===== src/rtl/ppm16_rx_ctrl_if.sv =====
`default_nettype none
// ============================================================================
// Module   : ppm16_rx_ctrl_if
// Purpose  : Demodulator control/data signals and the byte valid/ready sink.
// Revision : 1.0
// ============================================================================
interface ppm16_rx_ctrl_if #(
  parameter int CHIP_BITS = 4
);
  logic                 demod_resetn;
  logic                 demod_rx_start;
  logic [CHIP_BITS-1:0] demod_threshold;
  logic                 packet_detected;
  logic                 dout_valid;
  logic [3:0]           dout;
  logic                 byte_valid;
  logic                 byte_ready;
  logic [7:0]           byte_data;

  modport master (
    output demod_resetn, demod_rx_start, demod_threshold, byte_valid, byte_data,
    input  packet_detected, dout_valid, dout, byte_ready
  );

  modport slave (
    input  demod_resetn, demod_rx_start, demod_threshold, byte_valid, byte_data,
    output packet_detected, dout_valid, dout, byte_ready
  );
endinterface
`default_nettype wire


===== src/rtl/ppm16_rx_ctrl.sv =====
`default_nettype none
// ============================================================================
// Module   : ppm16_rx_ctrl
// Purpose  : Receive sequencer for ppm16_demod: arm/reset, timed preamble
//            search, nibble-to-byte packing, done/error status.
//            Optional: PPM16_RX_CTRL_AUTORETRY_EN (re-arm after search timeout).
// Revision : 1.0
// ============================================================================
module ppm16_rx_ctrl #(
  parameter int CHIP_BITS  = 4,
  parameter int TO_BITS    = 16,
  parameter int RST_CYCLES = 2,
  parameter int RETRY_BITS = 3
) (
  input  logic                  clk,
  input  logic                  reset,
  input  logic                  arm,
  input  logic                  abort,
  input  logic [CHIP_BITS-1:0]  cfg_threshold,
  input  logic [TO_BITS-1:0]    cfg_timeout,
  input  logic [RETRY_BITS-1:0] cfg_max_retries,
  ppm16_rx_ctrl_if.master       bus,
  output logic                  busy,
  output logic                  done,
  output logic                  err_timeout,
  output logic                  err_overflow,
  output logic                  odd_nibble
);

  localparam int RST_W = (RST_CYCLES > 1) ? $clog2(RST_CYCLES) : 1;
  localparam logic [RST_W-1:0] RST_LAST = RST_W'(RST_CYCLES - 1);

  typedef enum logic [2:0] {
    S_IDLE   = 3'd0,
    S_RST    = 3'd1,
    S_START  = 3'd2,
    S_SEARCH = 3'd3,
    S_RECV   = 3'd4,
    S_FIN    = 3'd5
  } state_t;

  state_t               state;
  logic [RST_W-1:0]     rst_cnt;
  logic [TO_BITS-1:0]   timer;
  logic [TO_BITS-1:0]   timeout_lat;
  logic [CHIP_BITS-1:0] thr_lat;
  logic                 resetn_reg;
  logic                 rx_start_reg;
  logic                 done_reg;
  logic                 half;
  logic [3:0]           hi_nib;
  logic                 byte_valid_reg;
  logic [7:0]           byte_data_reg;

  logic                 arm_ok;
  logic                 timeout_hit;
  logic                 complete;
  logic                 pad;
  logic [7:0]           new_byte;

`ifdef PPM16_RX_CTRL_AUTORETRY_EN
  logic [RETRY_BITS-1:0] retry_cnt;
  logic [RETRY_BITS-1:0] max_retries_lat;
`else
  logic unused_cfg;
  assign unused_cfg = ^cfg_max_retries;
`endif

  assign arm_ok      = (state == S_IDLE) && arm && !abort;
  assign timeout_hit = (timeout_lat != '0) && (timer == timeout_lat - 1'b1);

  // Byte completion: a normal odd nibble, or a half byte flushed by the packet end.
  always_comb begin
    complete = 1'b0;
    pad      = 1'b0;
    new_byte = 8'h00;
    if (state == S_RECV && !abort) begin
      if (bus.dout_valid && half) begin
        complete = 1'b1;
        new_byte = {hi_nib, bus.dout};
      end else if (!bus.packet_detected && bus.dout_valid) begin
        complete = 1'b1;
        pad      = 1'b1;
        new_byte = {bus.dout, 4'h0};
      end else if (!bus.packet_detected && half) begin
        complete = 1'b1;
        pad      = 1'b1;
        new_byte = {hi_nib, 4'h0};
      end
    end
  end

  always_ff @(posedge clk) begin
    if (reset) begin
      state        <= S_IDLE;
      rst_cnt      <= '0;
      timer        <= '0;
      timeout_lat  <= '0;
      thr_lat      <= '0;
      resetn_reg   <= 1'b1;
      rx_start_reg <= 1'b0;
      done_reg     <= 1'b0;
      half         <= 1'b0;
      hi_nib       <= 4'h0;
      err_timeout  <= 1'b0;
      odd_nibble   <= 1'b0;
`ifdef PPM16_RX_CTRL_AUTORETRY_EN
      retry_cnt       <= '0;
      max_retries_lat <= '0;
`endif
    end else begin
      rx_start_reg <= 1'b0;
      done_reg     <= 1'b0;
      if (abort && state != S_IDLE) begin
        state      <= S_IDLE;
        resetn_reg <= 1'b0;
        half       <= 1'b0;
      end else begin
        case (state)
          S_IDLE: begin
            resetn_reg <= 1'b1;
            if (arm_ok) begin
              state       <= S_RST;
              resetn_reg  <= 1'b0;
              rst_cnt     <= '0;
              thr_lat     <= cfg_threshold;
              timeout_lat <= cfg_timeout;
              err_timeout <= 1'b0;
              odd_nibble  <= 1'b0;
              half        <= 1'b0;
`ifdef PPM16_RX_CTRL_AUTORETRY_EN
              retry_cnt       <= '0;
              max_retries_lat <= cfg_max_retries;
`endif
            end
          end
          S_RST: begin
            if (rst_cnt == RST_LAST) begin
              state        <= S_START;
              resetn_reg   <= 1'b1;
              rx_start_reg <= 1'b1;
            end else begin
              rst_cnt <= rst_cnt + 1'b1;
            end
          end
          S_START: begin
            state <= S_SEARCH;
            timer <= '0;
          end
          S_SEARCH: begin
            timer <= timer + 1'b1;
            if (bus.packet_detected) begin
              state <= S_RECV;
              half  <= 1'b0;
            end else if (timeout_hit) begin
`ifdef PPM16_RX_CTRL_AUTORETRY_EN
              if (retry_cnt < max_retries_lat) begin
                retry_cnt  <= retry_cnt + 1'b1;
                state      <= S_RST;
                resetn_reg <= 1'b0;
                rst_cnt    <= '0;
              end else begin
                err_timeout <= 1'b1;
                state       <= S_IDLE;
              end
`else
              err_timeout <= 1'b1;
              state       <= S_IDLE;
`endif
            end
          end
          S_RECV: begin
            if (bus.dout_valid) begin
              hi_nib <= bus.dout;
              half   <= ~half;
            end
            // Falling packet_detected ends the packet; any pending half is flushed by pad.
            if (!bus.packet_detected) begin
              state    <= S_FIN;
              done_reg <= 1'b1;
              half     <= 1'b0;
              if (pad) odd_nibble <= 1'b1;
            end
          end
          S_FIN: begin
            state <= S_IDLE;
          end
          default: begin
            state <= S_IDLE;
          end
        endcase
      end
    end
  end

  // Output byte register lives independently of the FSM so it survives abort/IDLE.
  always_ff @(posedge clk) begin
    if (reset) begin
      byte_valid_reg <= 1'b0;
      byte_data_reg  <= 8'h00;
      err_overflow   <= 1'b0;
    end else begin
      if (arm_ok) err_overflow <= 1'b0;
      if (complete) begin
        if (byte_valid_reg && !bus.byte_ready) begin
          err_overflow <= 1'b1;
        end else begin
          byte_valid_reg <= 1'b1;
          byte_data_reg  <= new_byte;
        end
      end else if (byte_valid_reg && bus.byte_ready) begin
        byte_valid_reg <= 1'b0;
      end
    end
  end

  assign bus.demod_resetn    = resetn_reg;
  assign bus.demod_rx_start  = rx_start_reg;
  assign bus.demod_threshold = thr_lat;
  assign bus.byte_valid      = byte_valid_reg;
  assign bus.byte_data       = byte_data_reg;
  assign busy                = (state != S_IDLE);
  assign done                = done_reg;

endmodule
`default_nettype wire


===== src/flat_wrapper.sv =====
// flat-port wrapper written by rule: the top's interface ports become plain ports
module ppm16_rx_ctrl_flat 
#(
  parameter int CHIP_BITS  = 4,
  parameter int TO_BITS    = 16,
  parameter int RST_CYCLES = 2,
  parameter int RETRY_BITS = 3
)
  (clk, reset, arm, abort, cfg_threshold, cfg_timeout, cfg_max_retries, busy, done, err_timeout, err_overflow, odd_nibble, bus_demod_resetn, bus_demod_rx_start, bus_demod_threshold, bus_byte_valid, bus_byte_data, bus_packet_detected, bus_dout_valid, bus_dout, bus_byte_ready);
  ppm16_rx_ctrl_if #(.CHIP_BITS(CHIP_BITS)) bus_i ();
  input  logic clk;
  input  logic reset;
  input  logic arm;
  input  logic abort;
  input  logic [CHIP_BITS-1:0] cfg_threshold;
  input  logic [TO_BITS-1:0] cfg_timeout;
  input  logic [RETRY_BITS-1:0] cfg_max_retries;
  output logic busy;
  output logic done;
  output logic err_timeout;
  output logic err_overflow;
  output logic odd_nibble;
  output wire logic [$bits(bus_i.demod_resetn)-1:0] bus_demod_resetn;
  output wire logic [$bits(bus_i.demod_rx_start)-1:0] bus_demod_rx_start;
  output wire logic [$bits(bus_i.demod_threshold)-1:0] bus_demod_threshold;
  output wire logic [$bits(bus_i.byte_valid)-1:0] bus_byte_valid;
  output wire logic [$bits(bus_i.byte_data)-1:0] bus_byte_data;
  input wire logic [$bits(bus_i.packet_detected)-1:0] bus_packet_detected;
  input wire logic [$bits(bus_i.dout_valid)-1:0] bus_dout_valid;
  input wire logic [$bits(bus_i.dout)-1:0] bus_dout;
  input wire logic [$bits(bus_i.byte_ready)-1:0] bus_byte_ready;
  assign bus_demod_resetn = bus_i.demod_resetn;
  assign bus_demod_rx_start = bus_i.demod_rx_start;
  assign bus_demod_threshold = bus_i.demod_threshold;
  assign bus_byte_valid = bus_i.byte_valid;
  assign bus_byte_data = bus_i.byte_data;
  assign bus_i.packet_detected = bus_packet_detected;
  assign bus_i.dout_valid = bus_dout_valid;
  assign bus_i.dout = bus_dout;
  assign bus_i.byte_ready = bus_byte_ready;
  ppm16_rx_ctrl #(.CHIP_BITS(CHIP_BITS), .TO_BITS(TO_BITS), .RST_CYCLES(RST_CYCLES), .RETRY_BITS(RETRY_BITS)) u_core (.clk(clk), .reset(reset), .arm(arm), .abort(abort), .cfg_threshold(cfg_threshold), .cfg_timeout(cfg_timeout), .cfg_max_retries(cfg_max_retries), .bus(bus_i), .busy(busy), .done(done), .err_timeout(err_timeout), .err_overflow(err_overflow), .odd_nibble(odd_nibble));
endmodule

===== config.mk =====
export PLATFORM = sky130hd
export DESIGN_NAME = ppm16_rx_ctrl_flat
export DESIGN_NICKNAME = d
export VERILOG_FILES = /design/src/rtl/ppm16_rx_ctrl_if.sv /design/src/rtl/ppm16_rx_ctrl.sv /design/src/flat_wrapper.sv
export SDC_FILE = /design/constraint.sdc
export NUM_CORES = 1
export LEC_CHECK = 0
export BUFFER_PORTS_ARGS = -buffer_cell sky130_fd_sc_hd__buf_2
export CORE_MARGIN = 2
export CORE_UTILIZATION = 51
export DETAILED_ROUTE_END_ITERATION = 12
export PLACE_DENSITY = 0.85
export SYNTH_ARGS = -nofsm -noshare
export SYNTH_HDL_FRONTEND = slang
export SYNTH_SLANG_ARGS = --single-unit

===== constraint.sdc =====
create_clock -name clk -period 2.3 [get_ports clk]
set_input_delay 0.115 -clock clk [delete_from_list [all_inputs] [get_ports clk]]
set_output_delay 0.115 -clock clk [all_outputs]
set_load 0.005 [all_outputs]

[Yosys cells after proc, flatten, opt, wreduce, memory -nomap -nowiden]
Cells that the tools add are included.
W data, S select, Z words.
Cells by class
  bitwise logic cells: 5
  mux-type cells: 42
  eq/ne operators: 16
  reductions and logical operators: 37
  add/sub/neg operators: 3
Operators with widths (number)
  $mux W8: 4
  $pmux W16 S2: 1
  $mux W1: 26
  $add A16 B1 Y16 const B: 1
  $eq A16 B16 Y1: 1
  $reduce_bool A16 Y1: 1
  $sub A16 B1 Y16 const B: 1
  $mux W3: 5
  $pmux W3 S5: 1
  $logic_and A1 B1 Y1: 10
  $reduce_and A5 Y1: 2
  $reduce_bool A2 Y1: 5
  $reduce_and A3 Y1: 3
  $reduce_bool A3 Y1: 3
  $ne A2 B1 Y1 const B: 4
  $ne A2 B2 Y1 const B: 4
  $pmux W1 S2: 4
  $reduce_and A2 Y1: 4
  $reduce_and A4 Y1: 2
  $eq A3 B2 Y1 const B: 2
  $reduce_or A3 Y1: 2
  $not A1 Y1: 5
  $eq A3 B1 Y1 const B: 1
  $eq A3 B3 Y1 const B: 1
  8 further kinds: 10
Word-level totals
  output and inout bits: 20
  bits in registers: 60

[Depth between registers and ports, before layout]
Gate-level depths: netlist (run 1).
  depth after elaboration: 9
  gate-level depth with buffers: 8
  depth with buffers taken out: 8

[Least setup slack after synthesis (run 1)]
No wires, ideal clock.
  kind: reg2reg
  start point: reg u_core.timeout_lat[4]
  end point: reg u_core.state[0]
  path buffers: 1
  arrival time: 1956 ps
  clock period less this slack: 2084 ps
  library setup time: 127 ps
  cell stages (with the launch flop): 8
  slack: 216 ps
  cells stage by stage: dfxtp_1 > buf_6 > or4_4 > nor3_4 > o2111ai_1 > a211o_1 > nor4_2 > o21ai_1
Between the ends
  word-level cells in the longest chain between the ends: 5
  elaborated cells between the ends (all ways): 6
RTL lines
  start, declared: RTL line ppm16_rx_ctrl.sv:45  | logic [TO_BITS-1:0] timeout_lat;
  start signal, assigned: RTL line ppm16_rx_ctrl.sv:127  | timeout_lat <= cfg_timeout;
  $sub A16 B1 Y16: RTL line ppm16_rx_ctrl.sv:70  | assign timeout_hit = (timeout_lat != '0) && (timer == timeout_lat - 1'b1);
  $eq A16 B16 Y1: RTL line ppm16_rx_ctrl.sv:70
  $logic_and A1 B1 Y1 *: RTL line ppm16_rx_ctrl.sv:70
  $ne A3 B2 Y1 (no source line) *
  $reduce_and A4 Y1 (no source line) *
  end signal, assigned: RTL line ppm16_rx_ctrl.sv:95  | state <= S_IDLE;
  end signal, assigned: RTL line ppm16_rx_ctrl.sv:115  | state <= S_IDLE;
  end signal, assigned: RTL line ppm16_rx_ctrl.sv:123  | state <= S_RST;
  end, declared: RTL line ppm16_rx_ctrl.sv:42  | state_t state;
Mark *: on every way between the ends. The rest lies on a longest branch, timed or not.
A chain may end at the register's enable or synchronous reset.

[Worst setup path after layout (run 1)]
  start point: reg u_core.timeout_lat[0]
  end point: reg u_core.err_timeout
Between the ends
  word-level cells in the longest chain between the ends: 5
  elaborated cells between the ends (all ways): 6
RTL lines
  $sub A16 B1 Y16: RTL line ppm16_rx_ctrl.sv:70
  $eq A16 B16 Y1: RTL line ppm16_rx_ctrl.sv:70
  $logic_and A1 B1 Y1 *: RTL line ppm16_rx_ctrl.sv:70
  $ne A2 B1 Y1 (no source line) *
  $reduce_and A5 Y1 (no source line) *
  end signal, assigned: RTL line ppm16_rx_ctrl.sv:105  | err_timeout <= 1'b0;
  end signal, assigned: RTL line ppm16_rx_ctrl.sv:128  | err_timeout <= 1'b0;
  end signal, assigned: RTL line ppm16_rx_ctrl.sv:167  | err_timeout <= 1'b1;
  end, declared: RTL line ppm16_rx_ctrl.sv:25  | output logic err_timeout,
Marked as above.

==> metrics list, run 1 <==
- At the worst endpoint, the required time is 2.59 ns.
- Mean Syn Cell Area: 7.91 sq um
- Worst Hold Slack: 0.00738 ns
- Fraction of layout cells with a size suffix above 1: 21.2%
- Count of flip-flops with a built-in enable after synthesis: 0
* Final routed wire length divided by cell count: 13.8 microns
- The count of nets left with antenna violations once routing finished came out at 0.
* Power density over the cells: 689 nW/um^2
- For the worst flop-to-flop path, the logic depth is 8.
* Placeable core region: 5570 sq um
* Worst-Margin Slew: 0.641 ns
* Clk sinks: 60
- The routed layout has 2924 vias.
- Final Wtd Congestion: 0.910
- Excluding fillers, the count of instances in the completed layout stands at 515.
* Critical hold path startpoint: cfg_threshold[2]
* Number of global-route vias before repair: 2787
- In this run the register-to-register setup slack is 0.09 ns.
* Tightest Hold Check Type: in -> reg
- Clk Latency, worst-skew pair: 0.34 ns
- Final hold violation count: 0
- The floorplan has 27 rows.
- In the final timing run, aggregate negative setup slack is 0 ns.
- Net count after synthesis: 416
* WL met1: 3260 microns
- Wire length of the first global-routing pass: 12000 microns
- Final Skew: 0.00640 ns
* Final count of negative-setup-slack endpoints: 0
- The layout has 459 filler cells.
* Clk slew on worst S/H paths: 0.07 ns
* Netlist Area Pre-Place: 3000 sq um
* Highest clock frequency the design can meet: 0.453 GHz
* Worst vdd ir: 0.486 mV
* Total power draw: 0.00249 W
- Routed met3 length: 484 microns
- Topmost layer with routed signal wires: met4
- The final layout contains routed wiring with a total length of 7090 microns.
- CTS built an H-tree with a depth of 3.
- Fraction of synthesis flops using an asynchronous set or reset pin: 0%
- Worst path setup slack after routing: 0.0905 ns
- Final Critical Period: 2.21 ns
- Effective utilization at floorplan: 53.8%
- Yosys instantiated no cell more often than sky130_fd_sc_hd__nand2_1.
- The most used flip-flop cell after synthesis is sky130_fd_sc_hd__dfxtp_1.
- The most critical setup path has its endpoint at u_core.err_timeout.
* Most area-consuming cells after synthesis: sky130_fd_sc_hd__dfxtp_1, sky130_fd_sc_hd__nand2_1, sky130_fd_sc_hd__a21oi_1
- WL met2: 3190 microns
* Count of unresolved DRC violations after routing: 0
- Static power due to leakage: 1.47 nW
- Yosys cell types: 55
* CTS Buffer Depth: 2
- In this run the horizontal extent of the chip is 80.7 microns.
* Seq cells post-synth: 60
- DP Wirelength: 4930 microns
* Count of final max-slew check failures: 0
- In this run the critical register-to-register path is launched from u_core.timeout_lat[0].
- Cell accounting for the most synthesized area: sky130_fd_sc_hd__dfxtp_1
- In the final design database the tool counted 475 nets.
- Overall die area: 6510 sq um
* First-pass detailed-route iteration total: 7
- After detailed placement, the design holds a cell count of 494.
- Antenna cell count: 0
- Critical setup path kind: reg -> reg
* Count of boundary I/O pins: 54
* Critical path arrival: 2.50 ns
* Setup Slack @ Placement: 0.0119 ns
* Critical R2R Capture: u_core.err_timeout
* Initial antenna violation count: 0
* Iteration-0 DRC count of the detailed router: 271
* CP Capture Type: flop
* Area share of the largest cell type after synthesis: 40.1%
* Vias per inst: 5.68
* Pin count of the biggest net entering global routing: 34
* Count of yosys warnings during synthesis: 0
* Largest driver fanout on the critical path: 6
- Count of buffers from port buffering: 50
- Summing the sequential cell areas from Yosys gives 40.1% of the chip area.
* Synthesized netlist cell count: 379
- Final worst path period share: 96.1%
* Clock tree from TritonCTS: yes
- Global routing used 23.6% of the available tracks.
- From bottom edge to top edge, the die measures 80.7 microns.
- The tree is rooted in a sky130_fd_sc_hd__clkbuf_8.
* Launch point of the worst path: u_core.timeout_lat[0]
- The worst pin sits at a relative slew slack of 56.9%.
- STA classifies the critical path startpoint as a flop.
- TritonCTS buffer count: 9
- The tool flagged a number of max-cap violations equal to 0.
- The commonest cells after synthesis are sky130_fd_sc_hd__nand2_1, sky130_fd_sc_hd__dfxtp_1, sky130_fd_sc_hd__a21oi_1.
- Total global routing overflow: 0
- Relative to the synthesized area, the layout overhead comes to 20.8%.
* Result of the run: completed
worst min-delay path by stage:
stage                                    end  slack [ns]  cells past startpoint
6_report       u_core.bus.demod_threshold[2]       0.007                      3
5_1_grt                u_core.timeout_lat[1]        0.01                      3
4_1_cts               u_core.timeout_lat[11]       0.001                      3
2_1_floorplan                    u_core.done        0.19                      1
3_3_place_gp           u_core.timeout_lat[8]        0.36                      3
3_5_place_dp           u_core.timeout_lat[7]        0.36                      3
layout by cell type (no fill, tap or decap), types with 2 or more instances in the layout:
cell type	n
sky130_fd_sc_hd__a21o_1	5
sky130_fd_sc_hd__a21oi_1	43
sky130_fd_sc_hd__a22oi_1	3
sky130_fd_sc_hd__a32oi_1	2
sky130_fd_sc_hd__and3_1	3
sky130_fd_sc_hd__and4_1	2
sky130_fd_sc_hd__buf_2	50
sky130_fd_sc_hd__buf_4	17
sky130_fd_sc_hd__clkbuf_8	11
sky130_fd_sc_hd__clkinv_2	2
sky130_fd_sc_hd__dfxtp_1	58
sky130_fd_sc_hd__dlygate4sd3_1	3
sky130_fd_sc_hd__ha_1	3
sky130_fd_sc_hd__inv_1	12
sky130_fd_sc_hd__nand2_1	67
sky130_fd_sc_hd__nand2b_1	3
sky130_fd_sc_hd__nand3_1	16
sky130_fd_sc_hd__nand4_1	10
sky130_fd_sc_hd__nor2_1	35
sky130_fd_sc_hd__nor3_1	6
sky130_fd_sc_hd__nor3b_1	4
sky130_fd_sc_hd__nor4_1	7
sky130_fd_sc_hd__nor4b_1	2
sky130_fd_sc_hd__o21ai_0	4
sky130_fd_sc_hd__o221ai_1	6
sky130_fd_sc_hd__o22ai_1	2
sky130_fd_sc_hd__or3_1	4
sky130_fd_sc_hd__or4_4	2
sky130_fd_sc_hd__xnor2_1	8
sky130_fd_sc_hd__xor2_1	22
critical path, cell delays in order, from the launching register on:
cell,delay [ns]
sky130_fd_sc_hd__dfxtp_4,0.36
sky130_fd_sc_hd__or4_4,0.56
sky130_fd_sc_hd__buf_4,0.16
sky130_fd_sc_hd__nor4_1,0.26
sky130_fd_sc_hd__a311o_1,0.17
sky130_fd_sc_hd__o22ai_1,0.10
sky130_fd_sc_hd__nor4_2,0.28
sky130_fd_sc_hd__buf_4,0.17
sky130_fd_sc_hd__a22o_1,0.12
per-layer routing:
| layer | up-vias | global-route usage (%) |
|---|---|---|
| li1 | 1451 | - |
| met1 | 1335 | 29.8 |
| met2 | 117 | 38.4 |
| met3 | 21 | 6.74 |
| met4 | 0 | 8.14 |
| met5 | - | 0 |
final cells by class:
| cell class | count | area [sq um] | area share (%) |
|---|---|---|---|
| clock inverters | 4 | 47.5 | 1.31 |
| repair buffers | 70 | 408 | 11.3 |
| flip-flops and latches | 60 | 1210 | 33.3 |
| inverters | 12 | 45.0 | 1.24 |
| clock buffers | 12 | 155 | 4.28 |
| multi-input cells | 285 | 1670 | 46.1 |
| well taps | 72 | 90.1 | 2.49 |
repair_timing:
item | 4_1_cts | 5_1_grt
hold buffers | 3 | 0
endpoints found under the setup margin | 0 | 3
setup buffers | 0 | 2
gates resized for setup | 0 | 6
endpoints found under the hold margin | 3 | 0
per-stage QoR:
step,utilization [%],area [sq um]
2_1_floorplan,-,3000
3_3_place_gp,60.2,3360
3_5_place_dp,60.2,3360
4_1_cts,64.4,3590
5_1_grt,65.0,3620
6_report,65.0,3620
cell families (layout without fill, tap and decap cells):
logic type | count (synthesis) | count (layout) | synth area share, %
xor gates and xnor gates | 30 | 30 | 8.77
adders and majority gates | 4 | 4 | 1.59
and+or+nand+nor | 171 | 171 | 28.2
AOI/OAI and AO/OA | 79 | 79 | 16.5
muxes | 1 | 1 | 0.334
DFF | 60 | 60 | 40.1
buffers and inverters | 34 | 98 | 4.55
power by group:
part | total (W) | switching [W] | internal [W]
Combinational | 0.000409 | 0.000225 | 0.000183
Clock | 0.000973 | 0.000417 | 0.000556
Sequential | 0.00111 | 0.0000413 | 0.00107
(Power assumes the default switching activity.)
==> run 2: changes to the inputs <==
--- a/config.mk
+++ b/config.mk
@@ -5,6 +5,7 @@
 export SDC_FILE = /design/constraint.sdc
 export NUM_CORES = 1
 export LEC_CHECK = 0
+export ABC_AREA = 1
 export BUFFER_PORTS_ARGS = -buffer_cell sky130_fd_sc_hd__buf_2
 export CORE_MARGIN = 2
 export CORE_UTILIZATION = 51
==> constraint.sdc (replaced) <==
create_clock -name clk -period 2.3 [get_ports clk]
set_input_delay 0.115 -clock clk [delete_from_list [all_inputs] [get_ports clk]]
set_output_delay 0.115 -clock clk [all_outputs]
set_load 0.05 [all_outputs]
==> run 2 against run 1 <==
- critical endpoint is now u_core.state[1]
- highest routed layer unchanged
- critical path depth increased by 5
- maximum frequency grew 11%
- critical path type unchanged
- largest power group is now combinational logic
- final cell count is 20% higher
- register-to-register slack gained 0.22 ns
==> metrics list, run 2 <==
* Most common cell after layout, fill and taps aside: sky130_fd_sc_hd__nand2_1
- Number of global-route vias before repair: 3080 (+11%)
* Final antenna-violating net count: 0 (unchanged)
* Clk sinks: 60 (unchanged)
- Highest clock frequency the design can meet: 0.502 GHz (+11%)
* Total global routing overflow: 0 (unchanged)
* Int Power: 0.00198 W (+9.3%)
- The cell count after synthesis came to 484 (+28%).
- The final critical-path required period is 1.99 ns (-0.218 ns).
- Main synth FF type: sky130_fd_sc_hd__dfxtp_1
- Via count: 3207 (+9.7%)
- The post-detailed-route wirelength per cell came to 11.8 microns (-14%).
- Share of the core filled with cells: 61.7% (-3.2 points)
- The row count was 28 (+3.7%).
* CTS hold repair buffers: 1 (-2)
- CP Capture Type: flop
- Worst-Margin Slew: 0.473 ns (-0.167 ns)
- Iteration-0 DRC count of the detailed router: 162 (-40%)
* Critical path arrival: 2.24 ns (-0.26 ns)
- The number of port buffers came to 50 (unchanged).
- The accumulated negative setup slack is 0 ns (unchanged).
- Pin count of the biggest net entering global routing: 38 (+12%)
- The clock insertion delay at the later pin of the skew report came to 0.35 ns (about the same).
* Number of nets at the end of the flow: 576 (+21%)
- Count of unresolved DRC violations after routing: 0 (unchanged)
* Number of buffers inserted by post-CTS setup repair: 0 (unchanged)
- Critical path startpoint category: flop
- Ranking of synthesized cells by instance count: sky130_fd_sc_hd__nand2_1, sky130_fd_sc_hd__nor2_1, sky130_fd_sc_hd__inv_1
* Global Route Usage Sum: 22.0% (-1.5 points)
- The number of resized instances in the post-cts repair step came to 0 (unchanged).
- The final cycle utilization of the critical path was 86.6% (-9.5 points).
- Power density over the cells: 944 nW/um^2 (+37%)
* First-pass detailed-route iteration total: 5 (-2)
* Chip Width: 82.8 microns (+2.7%)
- The share of the synthesized area in the top cell type came to 37.9% (-2.2 points).
- The final weighted congestion in routability-driven placement came to 0.924 (+1.5%).
- The net switching fraction of the power came to 43.0% (+16 points).
- Mean Syn Cell Area: 6.54 sq um (-17%)
- The effective utilization at floorplan is 53.2% (-0.59 points).
- The total inserted antenna cells is 0 (unchanged).
- In this run the worst hold path is classified as in -> reg.
- Clock group share of total power: 24.6% (-14 points)
* Initial antenna violation count: 0 (unchanged)
* Netlist Area Pre-Place: 3170 sq um (+5.7%)
- The final-report hold violation count came to 0 (unchanged).
* Static power due to leakage: 1.68 nW (+14%)
* Wire length of the first global-routing pass: 12700 microns (+5.7%)
- Leaving out fill and tap cells, the most frequent cells in the layout are sky130_fd_sc_hd__nand2_1, sky130_fd_sc_hd__nor2_1, sky130_fd_sc_hd__inv_1, sky130_fd_sc_hd__dfxtp_1, sky130_fd_sc_hd__a21oi_1.
- Chip height: 82.8 microns (+2.7%)
* Net count after synthesis: 521 (+25%)
- By instance count, the leading cell after synthesis is sky130_fd_sc_hd__nand2_1.
- The fraction of the yosys area taken by sequential cells is 37.9% (-2.2 points).
- Vias per inst: 5.18 (-8.7%)
* RSZ-0062 raised after global routing: false
* Relative contribution of sequential cells to total power: 36.8% (-7.8 points)
- Fraction of synthesis flops using an asynchronous set or reset pin: 0% (unchanged)
- The flip-flop and latch count after synthesis came to 60 (unchanged).
* Critical setup path kind: reg -> reg
* Cell accounting for the most synthesized area: sky130_fd_sc_hd__dfxtp_1
- The number of setup violations in the final report is 0 (unchanged).
* DP Wirelength: 5480 microns (+11%)
- Count of final max-slew check failures: 0 (unchanged)
* Worst Hold Slack: 0.0211 ns (+0.0137 ns)
- The required time of the critical path came to 2.55 ns (-0.04 ns).
* Clk slew on worst S/H paths: 0.08 ns (about the same)
* Yosys cell types: 30 (-45%)
- TritonCTS buffer count: 9 (unchanged)
* Detailed-route wire length: 7320 microns (+3.4%)
- The run finished with clean final reports.
* Placeable core region: 5960 sq um (+6.8%)
- Worst vdd ir: 1.02 mV (+110%)
* CTS Buffer Depth: 2 (unchanged)
* Switching pwr: 0.00149 W (+120%)
- Count of yosys warnings during synthesis: 0 (unchanged)
* Most area-consuming cells after synthesis: sky130_fd_sc_hd__dfxtp_1, sky130_fd_sc_hd__nand2_1, sky130_fd_sc_hd__a21oi_1
* Worst-case headroom to the max-slew limit: 68.2% (+11 points)
* Max Cap Violations: 0 (unchanged)
- Fillers: 567 (+24%)
- The final setup skew is 0.0100 ns (+0.00362 ns).
* Fraction of layout cells with a size suffix above 1: 17.1% (-4.1 points)
- Layout-stage area growth over the synthesis result: 16.1%
* Count of boundary I/O pins: 54 (unchanged)
- Count of flip-flops with a built-in enable after synthesis: 0 (unchanged)
- Clock tree from TritonCTS: yes
- Dpl cell area: 3490 sq um (+3.9%)
- The post-route cell area is 3680 sq um (+1.5%).
* Largest driver fanout on the critical path: 5 (-1)
* H-tree depth: 3 (unchanged)
- Root buffer cell: sky130_fd_sc_hd__clkbuf_8
- Overall die area: 6860 sq um (+5.4%)
- The combinational share of power is 38.5% (+22 points).
## run 2: cell type report
class                           count  area [sq um]  share of cell area (%)
Multi-Input combinational cell    342          1650                    44.9
Inverter                           72           270                    7.35
Tap cell                           75          93.8                    2.55
Timing Repair Buffer               54           283                    7.69
Clock inverter                      7          53.8                    1.46
Clock buffer                        9           124                    3.37
Sequential cell                    60          1200                    32.7
## run 2: stage by stage
stage	power [W]	setup slack, ns	instances
after global routing	0.00372	0.0601	619
after detailed placement	0.00262	0.349	602
final	0.00347	0.308	619
after floorplan	0.00233	0.558	484
after global placement	0.00259	0.382	602
after CTS	0.00347	0.345	619
## run 2: cell families (layout without fill, tap and decap cells)
logic type      Yosys count  in the layout  share of synthesized area [%]
compound gates           97             97                           15.9
buf+inv                  82            142                           9.96
xor+xnor                  6              6                           1.66
flops                    60             60                           37.9
simple gates            236            236                           33.4
fa+ha+maj                 3              3                           1.19
## run 2: power groups by stage
stage          clock, W  sequential (W)  combinational, W
4_1_cts        0.000862         0.00128           0.00133
2_1_floorplan         0         0.00137          0.000967
6_report       0.000855         0.00128           0.00134
5_1_grt        0.000910         0.00130           0.00151
3_5_place_dp          0         0.00130           0.00132
3_3_place_gp          0         0.00130           0.00129
## run 2: layer usage
layer  track usage [%]  wire (microns)  up-vias
li1                  -               -     1655
met1              25.1            3210     1449
met2              38.4            3550       91
met3              7.46             457       12
met4              7.60             103        0
met5                 0               0        -
## run 2: final timing paths
kind                                start                 endpoint  slack, ns  cells past startpoint
setup / recovery    u_core.timeout_lat[0]          u_core.state[1]       0.31                     13
hold / removal             cfg_timeout[8]    u_core.timeout_lat[8]       0.02                      3
setup reg to reg    u_core.timeout_lat[0]          u_core.state[1]       0.31                     13
hold reg to reg   u_core.bus.byte_data[7]  u_core.bus.byte_data[7]       0.44                      2
## run 2: critical path, stage by stage, from the launching register on
cell and delay (ns):
sky130_fd_sc_hd__dfxtp_1 0.33, sky130_fd_sc_hd__inv_1 0.14, sky130_fd_sc_hd__ha_1 0.27, sky130_fd_sc_hd__nand3_1 0.18, sky130_fd_sc_hd__inv_1 0.16, sky130_fd_sc_hd__nand2_1 0.08, sky130_fd_sc_hd__nand3_1 0.07, sky130_fd_sc_hd__nand2_1 0.06
sky130_fd_sc_hd__nor2_1 0.10, sky130_fd_sc_hd__nand3_1 0.12, sky130_fd_sc_hd__nand3_1 0.13, sky130_fd_sc_hd__nand2_1 0.08, sky130_fd_sc_hd__o21bai_1 0.13, sky130_fd_sc_hd__inv_1 0.04
==> run 3: changes to the inputs <==
--- a/config.mk
+++ b/config.mk
@@ -7,9 +7,9 @@
 export LEC_CHECK = 0
 export ABC_AREA = 1
 export BUFFER_PORTS_ARGS = -buffer_cell sky130_fd_sc_hd__buf_2
-export CORE_MARGIN = 2
 export CORE_UTILIZATION = 51
 export DETAILED_ROUTE_END_ITERATION = 12
+export GPL_TIMING_DRIVEN = 0
 export PLACE_DENSITY = 0.85
 export SYNTH_ARGS = -nofsm -noshare
 export SYNTH_HDL_FRONTEND = slang
==> run 3 against run 2 <==
- maximum frequency shrank 2.9%
- final cell count grew 1.1%
- flip-flop and latch count is the same
- sequential share of layout area shrank 0.41 points
- sequential power is essentially flat
- critical path depth grew 3
- final area grew 1.3%
- worst hold slack gained 0.0045 ns
- core utilization grew 0.78 points
- largest power group unchanged
==> metrics list, run 3 (synthesis gave the netlist of run 2 again) <==
- The accumulated negative setup slack was 0 ns (unchanged).
* CTS Buffer Depth: 2 (unchanged)
* Count of final max-slew check failures: 0 (unchanged)
* Number of global-route vias before repair: 3032 (-1.6%)
- The maximum fanout encountered on the critical timing path came to 5 (unchanged).
- The first-pass GRT wire length came to 12800 microns (+0.87%).
- Setup repair after global routing left no endpoint under its margin.
- The worst-case headroom to the max-slew limit came to 65.5% (-2.7 points).
* Final Critical Period: 2.05 ns (+0.0585 ns)
* Hold worst-path end: u_core.timeout_lat[8]
- The achievable clock frequency was 0.488 GHz (-2.9%).
- The effective utilization at floorplan is 53.2% (unchanged).
* Antenna cell count: 0 (unchanged)
- Worst hold path cell count: 3 (unchanged)
* Count of unresolved DRC violations after routing: 0 (unchanged)
- Most frequent cells in the layout: sky130_fd_sc_hd__nand2_1, sky130_fd_sc_hd__nor2_1, sky130_fd_sc_hd__inv_1, sky130_fd_sc_hd__dfxtp_1, sky130_fd_sc_hd__buf_2
- Chip height: 80.8 microns (-2.4%)
* Critical hold path startpoint: cfg_timeout[8]
* Pin count of the biggest net entering global routing: 12 (-68%)
- Relative contribution of sequential cells to total power: 34.9% (-1.9 points)
- The total internal power is 0.00210 W (+6.0%).
* Static power due to leakage: 1.68 nW (+0.27%)
- The number of port buffers came to 50 (unchanged).
* Net Sw Frac: 41.9% (-1.0 points)
- Total global routing overflow: 0 (unchanged)
- The average vias per placed instance was 5.23 (+0.95%).
* Flip-flop and latch area: 1200 sq um (unchanged)
- Number of placement rows: 28 (unchanged)
* Combined area of the multi-input logic cells: 1660 sq um (+0.46%)
- The total power came to 0.00361 W (+4.1%).
- The combinational share of power was 38.7% (+0.2 points).
* Final count of negative-setup-slack endpoints: 0 (unchanged)
- The clock net sink count came to 60 (unchanged).
- The placeable core area is 5960 sq um (unchanged).
* Result of the run: completed
- The total clock buffers created by CTS came to 9 (unchanged).
- Global Route Usage Sum: 25.9% (+3.9 points)
- The final-stage net count came to 583 (+1.2%).
- The transition at the pin with the smallest max-transition slack is 0.517 ns (+0.0443 ns).
* Worst reg-to-reg setup slack: 0.25 ns (-0.06 ns)
- Critical R2R Capture: u_core.state[1]
- Final hold violation count: 0 (unchanged)
* Clk slew on worst S/H paths: 0.08 ns (about the same)
- The net load switching power was 0.00152 W (+1.6%).
- The post-route cell area was 3720 sq um (+1.3%).
* CP Capture Type: flop
* Final antenna-violating net count: 0 (unchanged)
- Detailed-route wire length: 7830 microns (+7.0%)
* Worst R2R Start: u_core.timeout_lat[0]
- Setup Slack @ Placement: 0.259 ns (-0.0902 ns)
- The estimated wirelength of the detail-placed design came to 5730 microns (+4.4%).
* Clock tree from TritonCTS: yes
- Tightest Hold Check Type: in -> reg
- Count of boundary I/O pins: 54 (unchanged)
- Final worst path period share: 89.1% (+2.5 points)
- Final Wtd Congestion: 0.916 (-0.91%)
- The post-detailed-route wirelength per cell came to 12.5 microns (+5.8%).
* First-pass detailed-route iteration total: 5 (unchanged)
* Clock group share of total power: 26.4% (+1.8 points)
* Critical path startpoint category: flop
- The peak supply drop was 0.791 mV (-23%).
- Overall die area: 6530 sq um (-4.8%)
* Dpl cell area: 3510 sq um (+0.65%)
* Fraction of layout cells with a size suffix above 1: 17.1% (-0.036 points)
- Critical path arrival: 2.31 ns (+0.07 ns)
* Worst reg2reg path depth: 16 (+3)
- Critical setup path kind: reg -> reg
- In this run the clock root is driven by a sky130_fd_sc_hd__clkbuf_8.
- Max Cap Violations: 0 (unchanged)
- Layout-stage area growth over the synthesis result: 17.5%
- Via count: 3274 (+2.1%)
- The number of violations reported at the end of detailed-routing iteration 0 was 220 (+36%).
- The clock insertion delay at the later pin of the skew report was 0.36 ns (about the same).
- H-tree depth: 3 (unchanged)
* Most common cell after layout, fill and taps aside: sky130_fd_sc_hd__nand2_1
- The setup slack of the critical path after layout came to 0.250 ns (-0.0585 ns).
- Chip Width: 80.8 microns (-2.4%)
- Required time of the critical path: 2.56 ns (about the same)
- The number of fill cells in the layout came to 548 (-3.4%).
- The final setup skew is 0.0148 ns (+0.00474 ns).
* Power density over the cells: 970 nW/um^2 (+2.8%)
* Initial antenna violation count: 0 (unchanged)
[run 3: worst max-delay path by stage]
| stage | startpoint | end | slack, ns | cells after the start |
|---|---|---|---|---|
| 2_1_floorplan | u_core.timeout_lat[0] | u_core.state[1] | 0.56 | 16 |
| 3_3_place_gp | u_core.timeout_lat[0] | u_core.state[1] | 0.32 | 16 |
| 3_5_place_dp | u_core.timeout_lat[0] | u_core.state[1] | 0.26 | 16 |
| 4_1_cts | u_core.timeout_lat[0] | u_core.state[1] | 0.25 | 16 |
| 5_1_grt | u_core.timeout_lat[0] | u_core.state[1] | 0.03 | 16 |
| 6_report | u_core.timeout_lat[0] | u_core.state[1] | 0.25 | 16 |
[run 3: routing by layer]
metal | GRT usage, % | share of wire (%) | up-vias
li1 | - | - | 1667
met1 | 28.0 | 42 | 1466
met2 | 45.6 | 49 | 123
met3 | 9.33 | 6.9 | 18
met4 | 10.5 | 2.1 | 0
met5 | 0 | 0 | -
[run 3: what timing repair did]
action                                  CTS  global route
endpoints found under the setup margin    0             1
setup buffers                             0             0
resized for setup                         0             2
hold buffers                              1             0
endpoints found under the hold margin     1             0
[run 3: per-stage QoR]
step,util [%],hold WS (ns),cells
global placement,58.9,0.343,609
finish,62.5,0.0257,626
floorplan,-,0.192,484
global route,62.5,0.0244,626
CTS,62.4,0.00767,626
detailed placement,58.9,0.344,609
[run 3: critical path, cell delays in order, from the launching register on]
cell,delay [ns]
sky130_fd_sc_hd__dfxtp_1,0.37
sky130_fd_sc_hd__inv_1,0.12
sky130_fd_sc_hd__ha_1,0.33
sky130_fd_sc_hd__nand2_1,0.07
sky130_fd_sc_hd__inv_1,0.04
sky130_fd_sc_hd__nor2_1,0.07
sky130_fd_sc_hd__nand2_1,0.05
sky130_fd_sc_hd__nor2_1,0.10
sky130_fd_sc_hd__nand2_1,0.05
sky130_fd_sc_hd__nor2_1,0.09
sky130_fd_sc_hd__nand2_1,0.07
sky130_fd_sc_hd__nor2_2,0.10
sky130_fd_sc_hd__nand3_2,0.10
sky130_fd_sc_hd__nand3_1,0.12
sky130_fd_sc_hd__nand2_1,0.08
sky130_fd_sc_hd__o21bai_1,0.14
sky130_fd_sc_hd__inv_1,0.05
[run 3: layout make-up]
cell class,count,area share (%)
tap,75,2.52
multi-input combinational,342,44.5
inverter,72,7.26
clock inverter,5,1.68
timing repair buffer,51,6.99
buffer,10,1.21
clock buffer,11,3.53
sequential,60,32.3
[run 3: power groups by stage]
stage	clock, W	combinational (W)	sequential, W
6_report	0.000954	0.00140	0.00126
5_1_grt	0.00102	0.00158	0.00128
4_1_cts	0.000966	0.00138	0.00126
3_5_place_dp	0	0.00136	0.00128
3_3_place_gp	0	0.00133	0.00128
2_1_floorplan	0	0.000967	0.00137
